==> src/rtl/fs_sched_pkg.sv <==
// fs_sched_pkg: shared types and constants for the fs slot scheduler.
// Latency: n/a (declarations only).
// Backpressure: n/a.
package fs_sched_pkg;

    typedef enum logic {
        STARTUP = 1'b0,
        RUN     = 1'b1
    } state_t;

    localparam int         PHASE_W     = 8;
    localparam int         FRAME_LEN   = 256;
    localparam logic [7:0] OVR_CNT_MAX = 8'd255;

endpackage

==> src/rtl/fs_rr_arbiter.sv <==
// fs_rr_arbiter: combinational round-robin pick, first set req bit at or after i_ptr, wrapping upward.
// Latency: zero (purely combinational).
// Backpressure: none; the caller decides whether the pick is used.
// Ports: i_ptr search start, i_req request vector, o_win one-hot winner, o_win_idx winner index, o_any any request set.
module fs_rr_arbiter
    import fs_sched_pkg::*;
#(
    parameter  int N_REQ = 4,
    localparam int PTR_W = $clog2(N_REQ)
) (
    input  logic [PTR_W-1:0] i_ptr,
    input  logic [N_REQ-1:0] i_req,
    output logic [N_REQ-1:0] o_win,
    output logic [PTR_W-1:0] o_win_idx,
    output logic             o_any
);

    logic [PTR_W-1:0] w_idx;

    always_comb begin
        o_win     = '0;
        o_win_idx = '0;
        o_any     = 1'b0;
        w_idx     = '0;
        for (int i = 0; i < N_REQ; i++) begin
            w_idx = PTR_W'((int'(i_ptr) + i) % N_REQ);
            if (!o_any && i_req[w_idx]) begin
                o_any        = 1'b1;
                o_win[w_idx] = 1'b1;
                o_win_idx    = w_idx;
            end
        end
    end

endmodule

==> src/rtl/fs_slot_scheduler.sv <==
// fs_slot_scheduler: tracks the 256-cycle frame phase and shares one resource round-robin among N_REQ requesters.
// Latency: req sampled at edge k -> grant at edge k+1; grant drops the edge after done; at least one idle cycle between grants.
// Backpressure: req is a level held until served; no grant during STARTUP or in the last GUARD cycles of a frame.
// Ports: i_clk_256fs clock, i_rst sync active-high reset, i_req/i_done per requester;
//        o_grant one-hot, o_strobe_fs at phase 0, o_phase, o_ready (RUN), o_overrun sticky, o_overrun_cnt saturating.
// Optional: define FS_SCHED_STATS_EN to add o_busy_cycles (granted cycles of the previous frame).
module fs_slot_scheduler
    import fs_sched_pkg::*;
#(
    parameter int N_REQ          = 4,
    parameter int STARTUP_FRAMES = 64,
    parameter int GUARD          = 8
) (
    input  logic               i_clk_256fs,
    input  logic               i_rst,
    input  logic [N_REQ-1:0]   i_req,
    input  logic [N_REQ-1:0]   i_done,
    output logic [N_REQ-1:0]   o_grant,
    output logic               o_strobe_fs,
    output logic [PHASE_W-1:0] o_phase,
    output logic               o_ready,
    output logic               o_overrun,
    output logic [7:0]         o_overrun_cnt
`ifdef FS_SCHED_STATS_EN
    ,
    output logic [8:0]         o_busy_cycles
`endif
);

    localparam int PTR_W      = $clog2(N_REQ);
    localparam int OPEN_LIMIT = FRAME_LEN - GUARD;

    state_t             r_state, w_state_nxt;
    logic [PHASE_W-1:0] r_phase;
    logic               r_strobe;
    logic [7:0]         r_frame_cnt;
    logic [N_REQ-1:0]   r_grant, w_grant_nxt;
    logic [PTR_W-1:0]   r_ptr, w_ptr_nxt;
    logic [N_REQ-1:0]   r_served;   // grants that started in the current frame
    logic [N_REQ-1:0]   r_seen;     // requests seen while a grant could still start this frame
    logic               r_overrun;
    logic [7:0]         r_ovr_cnt;

    logic               w_last;
    logic               w_open;
    logic [N_REQ-1:0]   w_win;
    logic [PTR_W-1:0]   w_win_idx;
    logic               w_any;
    logic [N_REQ-1:0]   w_start;
    logic [N_REQ-1:0]   w_seen_now;
    logic               w_ovr_evt;

    assign w_last     = (r_phase == PHASE_W'(FRAME_LEN - 1));
    assign w_open     = (int'(r_phase) < OPEN_LIMIT);
    assign w_seen_now = r_seen | (w_open ? i_req : '0);

    // A request raised in the guard window was never grantable this frame,
    // so only requests seen in the open part of the frame can cause an overrun.
    assign w_ovr_evt  = (r_state == RUN) && w_last &&
                        ((r_grant != '0) || ((i_req & ~r_served & w_seen_now) != '0));

    fs_rr_arbiter #(.N_REQ(N_REQ)) u_arb (
        .i_ptr     (r_ptr),
        .i_req     (i_req),
        .o_win     (w_win),
        .o_win_idx (w_win_idx),
        .o_any     (w_any)
    );

    always_comb begin
        w_state_nxt = r_state;
        w_grant_nxt = r_grant;
        w_ptr_nxt   = r_ptr;
        w_start     = '0;
        case (r_state)
            STARTUP: begin
                if (w_last && (r_frame_cnt == 8'(STARTUP_FRAMES - 1))) begin
                    w_state_nxt = RUN;
                end
            end
            RUN: begin
                if (r_grant != '0) begin
                    // Only the granted requester's done ends the slot.
                    if ((i_done & r_grant) != '0) begin
                        w_grant_nxt = '0;
                    end
                end else if (w_open && w_any) begin
                    w_grant_nxt = w_win;
                    w_start     = w_win;
                    w_ptr_nxt   = (w_win_idx == PTR_W'(N_REQ - 1)) ? '0 : w_win_idx + PTR_W'(1);
                end
            end
            default: w_state_nxt = STARTUP;
        endcase
    end

    always_ff @(posedge i_clk_256fs) begin
        if (i_rst) begin
            r_state <= STARTUP;
        end else begin
            r_state <= w_state_nxt;
        end
    end

    always_ff @(posedge i_clk_256fs) begin
        if (i_rst) begin
            r_phase     <= '0;
            r_strobe    <= 1'b0;
            r_frame_cnt <= '0;
            r_grant     <= '0;
            r_ptr       <= '0;
            r_served    <= '0;
            r_seen      <= '0;
            r_overrun   <= 1'b0;
            r_ovr_cnt   <= '0;
        end else begin
            r_phase  <= r_phase + PHASE_W'(1);
            r_strobe <= w_last;
            if ((r_state == STARTUP) && w_last) begin
                r_frame_cnt <= r_frame_cnt + 8'd1;
            end
            r_grant <= w_grant_nxt;
            r_ptr   <= w_ptr_nxt;
            // A grant decided at phase 255 starts in the new frame.
            r_served <= w_last ? w_start : (r_served | w_start);
            r_seen   <= w_last ? '0 : w_seen_now;
            if (w_ovr_evt) begin
                r_overrun <= 1'b1;
                if (r_ovr_cnt != OVR_CNT_MAX) begin
                    r_ovr_cnt <= r_ovr_cnt + 8'd1;
                end
            end
        end
    end

`ifdef FS_SCHED_STATS_EN
    logic [8:0] r_busy_acc;
    logic [8:0] r_busy_cycles;
    logic [8:0] w_busy_inc;

    assign w_busy_inc = r_busy_acc + {8'd0, (r_grant != '0)};

    always_ff @(posedge i_clk_256fs) begin
        if (i_rst) begin
            r_busy_acc    <= '0;
            r_busy_cycles <= '0;
        end else if (w_last) begin
            r_busy_cycles <= w_busy_inc;
            r_busy_acc    <= '0;
        end else begin
            r_busy_acc    <= w_busy_inc;
        end
    end

    assign o_busy_cycles = r_busy_cycles;
`endif

    assign o_grant       = r_grant;
    assign o_strobe_fs   = r_strobe;
    assign o_phase       = r_phase;
    assign o_ready       = (r_state == RUN);
    assign o_overrun     = r_overrun;
    assign o_overrun_cnt = r_ovr_cnt;

endmodule

==> config.mk <==
export PLATFORM = sky130hd
export DESIGN_NAME = fs_slot_scheduler
export DESIGN_NICKNAME = d
export VERILOG_FILES = /design/src/rtl/fs_sched_pkg.sv /design/src/rtl/fs_rr_arbiter.sv /design/src/rtl/fs_slot_scheduler.sv
export SDC_FILE = /design/constraint.sdc
export NUM_CORES = 1
export LEC_CHECK = 0
export ABC_CLOCK_PERIOD_IN_PS = 2800
export BUFFER_PORTS_ARGS = -buffer_cell sky130_fd_sc_hd__buf_2
export CAP_MARGIN = 20
export CORE_UTILIZATION = 35
export CTS_CLUSTER_SIZE = 40
export DETAILED_ROUTE_END_ITERATION = 12
export PLACE_DENSITY = 0.63
export SLEW_MARGIN = 40
export SYNTH_ARGS = -nofsm -noshare
export SYNTH_HDL_FRONTEND = slang
export SYNTH_SLANG_ARGS = --single-unit
==> constraint.sdc <==
create_clock -name i_clk_256fs -period 2.8 [get_ports i_clk_256fs]
set_input_delay 0 -clock i_clk_256fs [delete_from_list [all_inputs] [get_ports i_clk_256fs]]
set_output_delay 0 -clock i_clk_256fs [all_outputs]
set_load 0.005 [all_outputs]
## Word-level counts from Yosys, hierarchy flattened

Index checks and enable logic that the tools add are counted.

- Bits in registers: 41
- Output and inout port bits: 23

- $add $sub $neg: 7
- Magnitude comparators: 9
- Equal/unequal tests: 5
- Multiplexer cells: 39
- Bitwise gates (word level): 11
- Reductions and logical operators: 24

Operators with widths:

| operator | number |
|---|---|
| two-way mux 4 bit | 12 |
| adder 8 x 1 -> 8 bit (second input constant) | 3 |
| bitwise OR 4 bit | 5 |
| two-way mux 1 bit | 14 |
| AND 4 bit | 3 |
| logical AND 1 bit | 12 |
| less-than comparator 2 x 3 -> 1 bit (second input constant) | 4 |
| nonzero test 4 bit | 3 |
| two-way mux 2 bit | 5 |
| binary-select mux 1 bit (select 2 bit) | 4 |
| demux 1 bit (select 2 bit) | 4 |
| equality test 8 x 6 -> 1 bit (second input constant) | 1 |
| equality test 8 bit (second input constant) | 1 |
| >= comparator 2 x 1 -> 1 bit (second input constant) | 4 |
| less-than comparator 8 bit (second input constant) | 1 |
| != test 8 bit (second input constant) | 1 |
| AND reduction 3 bit | 2 |
| adder 2 x 1 -> 2 bit (second input constant) | 2 |
| adder 2 bit (second input constant) | 2 |
| inverter 4 bit | 1 |
| zero test 1 bit | 3 |
| equality test 2 bit (second input constant) | 1 |
| != test 2 x 1 -> 1 bit (second input constant) | 1 |
| inverter 1 bit | 2 |
| 4 further kinds | 4 |

## Depth between registers and ports, before layout

Gate-level depths: netlist (run 1).

- Word-level depth: 18
- Depth in mapped cells: 10

## By module

Synthesis (run 1) repeated with hierarchy kept, for this count alone.

- Cell total of the unflattened synthesis: 247
- Area total of the unflattened synthesis: 2,273.4 um2

By module, submodules not included:

| module | instances | cells each | area an instance (um2) |
|---|---|---|---|
| fs_slot_scheduler | 1 | 202 | 1,854.3 |
| fs_rr_arbiter | 1 | 45 | 419.2 |

## Worst setup path before layout (run 1)

Ideal clock, no wire load.

- Path kind: reg2reg
- From: reg r_ptr[1]
- To: reg r_grant[0], in the netlist o_grant[0]
- Setup time: 0.057 ns
- Arrival time: 2.660 ns
- Required time: 2.743 ns
- Setup slack: 0.083 ns
- Stages on the path, launching flop included: 11
- Buffers on the path: 2
- Cells stage by stage: dfxtp_1 > clkbuf_1 > inv_1 > ha_1 > clkbuf_1 > mux4_2 > nor2b_1 > a22oi_1 > or2_2 > a21oi_1 > a21o_1

- Cells in the longest elaborated chain, start to end: 15
- Elaborated cells between the ends (all ways): 53

RTL lines:

| what | RTL line | text |
|---|---|---|
| start: declaration | fs_slot_scheduler.sv:38 | `logic [PTR_W-1:0] r_ptr, w_ptr_nxt;` |
| start signal: assignment | fs_slot_scheduler.sv:123 | `r_ptr <= w_ptr_nxt;` |
| branches (longest 15 deep; another with less-than comparator 2 x 3 -> 1 bit) | n/a |  |
| end signal: assignment | fs_slot_scheduler.sv:122 | `r_grant <= w_grant_nxt;` |
| end: declaration | fs_slot_scheduler.sv:37 | `logic [N_REQ-1:0] r_grant, w_grant_nxt;` |

Several ways; the timed one is not identified. The select of a mux whose other input is x is not followed.
A chain may end at the register's enable or synchronous reset.

==> results.py, run 1 <==
metrics = {
    "cts": {
        "ctsHtreeMaxLevel": 2,
        "cts_buffers": 5,
        "cts_resized": 0,
        "holdBufCountCts": 0,
        "clk_pin_slew_ns": 0.08,
        "root_buffer": "clkbuf_8",
        "clock_sinks": 41,
        "cts_tree": "built",
        "cts_setup_buffers": 0,
        "cts_buffer_depth": 2,
        "clock_latency_ns": 0.28,
    },
    "routing": {
        "drc_errors": 0,
        "vias": 1949,
        "vias_per_cell": 5.354,
        "drt_iter0_drc": 98,
        "antenna_left": 0,
        "firstDrtPassIters": 4,
        "routedWlPerCell_um": 12.84,
        "wirelength_mm": 4.675,
    },
    "job": {
        "maxCapViolCount": 0,
    },
    "timing": {
        "report.final.slew_viol_count": 0,
        "finalSetupTns_ns": 0,
        "period_share": 0.8673,
        "rsz0062_at_grt": "false",
        "max_slew_margin": 0.5917,
        "fin_crit_ns": 2.428,
        "final-setup-viol-count": 0,
        "hold_viol_final": 0,
        "fin_worst_skew_ns": 0.008934,
        "tightest_slew_ns": 0.6124,
        "fmax_mhz": 411.8,
    },
    "logic_synthesis": {
        "synth_nets": 278,
        "async_flop_share": 0,
        "yosysTopAreaCell": "dfxtp_1",
        "synth.top_cell.area_share": 0.3706,
        "yosysMostFrequentCell": "dfxtp_1",
        "synthCells": 258,
        "synth.distinct_cells": 50,
        "synthesis.area_sq_um": 2215,
        "synthTopCellsByCount": "41 x dfxtp_1, 33 x nor2_1, 21 x a21oi_1",
        "synth_area_leaders": "dfxtp_1 37%, ha_1 5.6%, nor2_1 5.6%",
        "ys_ff_latch": 41,
        "synthFlopType": "dfxtp_1",
        "synth_edf_count": 0,
        "yosys_warnings": 0,
        "ys_seq_area_frac": 0.3706,
        "syn_avg_cell_area_sq_um": 8.584,
    },
    "setup_path": {
        "regToRegEndpoint": "r_ptr[1]",
        "crit_path_max_incr_delay_ns": 0.41,
        "crit_path_top_delay_cell": "a2111o_1",
        "cp_max_fo": 6,
        "start_kind": "flip-flop",
        "cp.required_ns": 2.99,
        "reg2regPathDepth": 8,
        "cpLargestDelayFamily": "compound AO/OA/AOI/OAI gates",
        "r2r_slack_ns": 0.37,
        "cp_cell_sequence": "inv_1 > ha_1 > or3b_1 > a2111o_1 > o211ai_1 > o32ai_1 > xor2_1 > a211oi_1",
        "path_buf_inv": 1,
        "path_class": "reg -> reg",
        "arrival_ns": 2.62,
        "end_kind": "flip-flop",
    },
    "final_layout": {
        "synthToLayoutAreaGrowth_pct": 15.48,
        "final-seq-area_sq_um": 820.8,
        "num-fill-cells": 628,
        "n_antenna_cell": 0,
        "multi_input_area_sq_um": 1306,
        "final_util": 0.4244,
        "num-nets-final": 308,
        "drive_above_1_share": 0.2007,
    },
    "floorplanning": {
        "die_x_um": 81.55,
        "rows": 28,
        "ios": 33,
        "die_y_um": 81.55,
        "dieArea_sq_um": 6650,
        "fp.coreArea_sq_um": 6026,
        "start_util": 0.3675,
    },
    "power": {
        "clkPwrFrac": 0.422,
        "p_leak_nw": 1.028,
        "combPwrFrac": 0.059,
        "netSwitchingFraction": 0.2107,
        "ir_drop_v": 0.0002345,
        "intPower_uw": 907.8,
        "power_density_nw_per_um2": 449.7,
        "p_sw_uw": 242.3,
        "seq_power_share": 0.518,
    },
    "grt": {
        "antenna_found_initial": 0,
        "grt_max_degree": 34,
        "grtUsageTotal": 0.1494,
        "overflow": 0,
        "grt_pass1_wl_mm": 7.810,
        "grt_pass1_vias": 1710,
    },
    "min_path": {
        "hold_path_class": "in -> reg",
        "holdCritStartpoint": "i_req[0]",
        "holdPathEnd": "r_seen[0]",
        "hold_depth": 3,
    },
    "placement": {
        "portBuffers": 32,
        "gp_congestion": 0.8332,
        "dp_hpwl_mm": 3.264,
    },
    "run_status": {
        "outcome": "finished, final reports clean",
    },
}
-- worst register-to-register path: cells and delay by family (launching register included) --
family,cells,cell delay [ns]
xor+xnor,1,0.18
simple gates,1,0.35
buf+inv,1,0.10
flops,1,0.33
compound gates,4,1.06
fa+ha+maj,1,0.32
-- worst max path at each step --
stage	from	endpoint	slack, ns	cells after the start
detailed placement	flip-flop	r_served[1]	0.43	9
global route	flip-flop	o_grant[1]	0.21	9
CTS	flip-flop	r_ptr[1]	0.39	8
floorplan	r_ptr[1]	o_grant[0]	0.08	10
global placement	flip-flop	r_ptr[1]	0.49	8
finish	flip-flop	r_ptr[1]	0.37	8
-- final cells by class --
| cell class | instances | share of cell area |
|---|---|---|
| repair buffers | 36 | 0.07436 |
| clock buffers | 7 | 0.03376 |
| well taps | 75 | 0.03669 |
| clock inverters | 1 | 0.01174 |
| flip-flops and latches | 41 | 0.3209 |
| inverters | 8 | 0.01174 |
| multi-input cells | 196 | 0.5108 |
-- layout by cell type (no fill, tap or decap), drive strengths merged, types with 8 or more instances in the layout --
cell / instances
dfxtp: 41
a21o: 8
ha: 10
inv: 8
nand2: 15
buf: 36
xor2: 10
nor2: 33
o21ai: 8
a22oi: 8
a21oi: 21
nand3: 13
-- through the flow --
step / setup slack [ns] / power (mW) / hold slack (ns) / instances / cell area (sq um)
6_report: 0.3717 / 1.150 / 0.1395 / 364 / 2557
5_1_grt: 0.2126 / 1.195 / 0.1435 / 364 / 2557
4_1_cts: 0.3906 / 1.166 / 0.1274 / 364 / 2557
3_5_place_dp: 0.4257 / 0.6786 / 0.3794 / 356 / 2441
3_3_place_gp: 0.4929 / 0.6764 / 0.3814 / 356 / 2441
2_1_floorplan: 0.08296 / 0.6552 / 0.2196 / 258 / 2215
-- power groups by stage --
| stage | logic, mW | clock network (mW) | registers, mW |
|---|---|---|---|
| floorplan | 0.0461 | 0 | 0.609 |
| global placement | 0.0670 | 0 | 0.609 |
| detailed placement | 0.0687 | 0 | 0.610 |
| CTS | 0.0691 | 0.501 | 0.596 |
| global route | 0.0772 | 0.520 | 0.597 |
| finish | 0.0684 | 0.486 | 0.596 |
-- per-layer routing --
metal	up-vias	global-route usage	wire length, um
met5	-	0	0
met4	0	0.03393	19
met3	2	0.04333	156
met2	34	0.2333	2135
met1	923	0.2022	2363
li1	990	-	-
-- cell families (layout without fill, tap and decap cells) --
family                   count (synthesis)  in the layout  share of synthesized area
AND/OR/NAND/NOR                        102            102                     0.2379
multiplexers                             6              6                    0.04407
buffers and inverters                   21             52                    0.03955
flip-flops                              41             41                     0.3706
AO/OA/AOI/OAI                           64             64                     0.1961
XOR/XNOR                                14             14                    0.05536
adder cells (fa/ha/maj)                 10             10                    0.05650
-- sequential cells by signal, summed over array words and instances (netlist names), named ones only --
name / count
o_overrun_cnt: 8
o_phase: 8
r_frame_cnt: 8
o_grant: 4
r_seen: 4
r_served: 4
o_overrun: 1
o_ready: 1
o_strobe_fs: 1
r_ptr: 1
(Power assumes the default switching activity.)
==> run 2: changes to the inputs <==
- CORE_MARGIN: not set -> 2
==> results.py, run 2 (same netlist as run 1, synthesis figures left out) <==
metrics = {
    "run_status": {
        "outcome": "finished, final reports clean",
    },
    "routing": {
        "wirelength_mm": 4.657,
        "drt_iter0_drc": 76,
        "firstDrtPassIters": 4,
        "vias": 1925,
        "vias_per_cell": 5.288,
        "routedWlPerCell_um": 12.79,
        "drc_errors": 0,
        "antenna_left": 0,
    },
    "floorplanning": {
        "fp.coreArea_sq_um": 6026,
        "start_util": 0.3675,
        "rows": 28,
        "die_y_um": 83.55,
        "die_x_um": 83.55,
        "dieArea_sq_um": 6980,
        "ios": 33,
    },
    "placement": {
        "portBuffers": 32,
        "dp_hpwl_mm": 3.299,
        "gp_congestion": 0.8079,
        "dp_cells": 356,
    },
    "timing": {
        "fin_worst_skew_ns": 0.01127,
        "period_share": 0.8734,
        "hold_ws_ns": 0.1126,
        "max_slew_margin": 0.5976,
        "finalSetupTns_ns": 0,
        "rsz0062_at_grt": "false",
        "fmax_mhz": 408.9,
        "tightest_slew_ns": 0.6036,
        "report.final.slew_viol_count": 0,
        "final-setup-viol-count": 0,
        "hold_viol_final": 0,
        "fin_crit_ns": 2.446,
    },
    "final_layout": {
        "synthToLayoutAreaGrowth_pct": 15.48,
        "layout.cells.non_filler": 364,
        "drive_above_1_share": 0.2007,
        "n_antenna_cell": 0,
        "final_cell_mix": "41 x dfxtp_1, 33 x nor2_1, 32 x buf_2, 21 x a21oi_1, 15 x nand2_1",
        "layout_commonest_cell": "dfxtp_1",
        "num-nets-final": 308,
    },
    "grt": {
        "grt_pass1_vias": 1804,
        "grt_pass1_wl_mm": 8.142,
        "overflow": 0,
        "grt_max_degree": 34,
        "grtUsageTotal": 0.1385,
        "antenna_found_initial": 0,
    },
    "power": {
        "power_density_nw_per_um2": 453.3,
        "ir_drop_v": 0.0003741,
        "p_leak_nw": 1.028,
    },
    "setup_path": {
        "cp.required_ns": 3.02,
        "reg2regPathDepth": 8,
        "arrival_ns": 2.66,
        "cp_max_fo": 6,
        "r2r_slack_ns": 0.35,
        "path_class": "reg -> reg",
        "start_kind": "flip-flop",
        "regToRegEndpoint": "r_ptr[1]",
        "end_kind": "flip-flop",
    },
    "cts": {
        "clk_pin_slew_ns": 0.08,
        "clock_sinks": 41,
        "root_buffer": "clkbuf_8",
        "cts_setup_buffers": 0,
        "cts_tree": "built",
        "cts_resized": 0,
        "cts_buffer_depth": 2,
        "ctsHtreeMaxLevel": 2,
        "cts_buffers": 5,
        "clock_latency_ns": 0.30,
        "holdBufCountCts": 0,
    },
    "min_path": {
        "hold_path_class": "in -> reg",
        "holdCritStartpoint": "i_req[3]",
        "holdPathEnd": "r_seen[3]",
        "hold_depth": 3,
    },
    "job": {
        "maxCapViolCount": 0,
    },
}
-- run 2: area by class of cell --
type	instances	area, sq um
multi-input cells	196	1306
clock buffers	7	86.33
well taps	75	93.84
flip-flops and latches	41	820.8
repair buffers	36	190.2
fillers	651	3468
inverters	8	30.03
clock inverters	1	30.03
-- run 2: stage by stage --
stage	worst slack (ns)	power, mW	utilization	area (sq um)
6_report	0.3544	1.159	0.4244	2557
5_1_grt	0.1298	1.201	0.4244	2557
4_1_cts	0.3385	1.175	0.4244	2557
3_5_place_dp	0.3616	0.6777	0.4051	2441
3_3_place_gp	0.4377	0.6763	0.4051	2441
2_1_floorplan	0.08296	0.6552	-	2215
-- run 2: power by group --
group	total, mW	switching (mW)	internal (mW)
Sequential	0.596	0.00539	0.590
Combinational	0.0675	0.0409	0.0266
Clock	0.496	0.205	0.291
-- run 2: critical path: stages (launching register included) --
cell and delay, ns:
dfxtp_1 0.33, inv_1 0.11, ha_1 0.36, or3b_1 0.36, a2111o_1 0.41, o211ai_1 0.22
o32ai_1 0.18, xor2_1 0.18, a211oi_1 0.22
-- run 2: worst max path at each step --
stage	slack (ns)	end
5_1_grt	0.13	r_ptr[1]
2_1_floorplan	0.08	o_grant[0]
3_5_place_dp	0.36	r_ptr[1]
3_3_place_gp	0.44	r_ptr[1]
4_1_cts	0.34	r_ptr[1]
6_report	0.35	r_ptr[1]
-- run 2: layer usage --
layer  share of wire  track usage
met3           0.040      0.03561
met1            0.50       0.1765
met4          0.0088      0.03959
met5               0            0
met2            0.45       0.2317
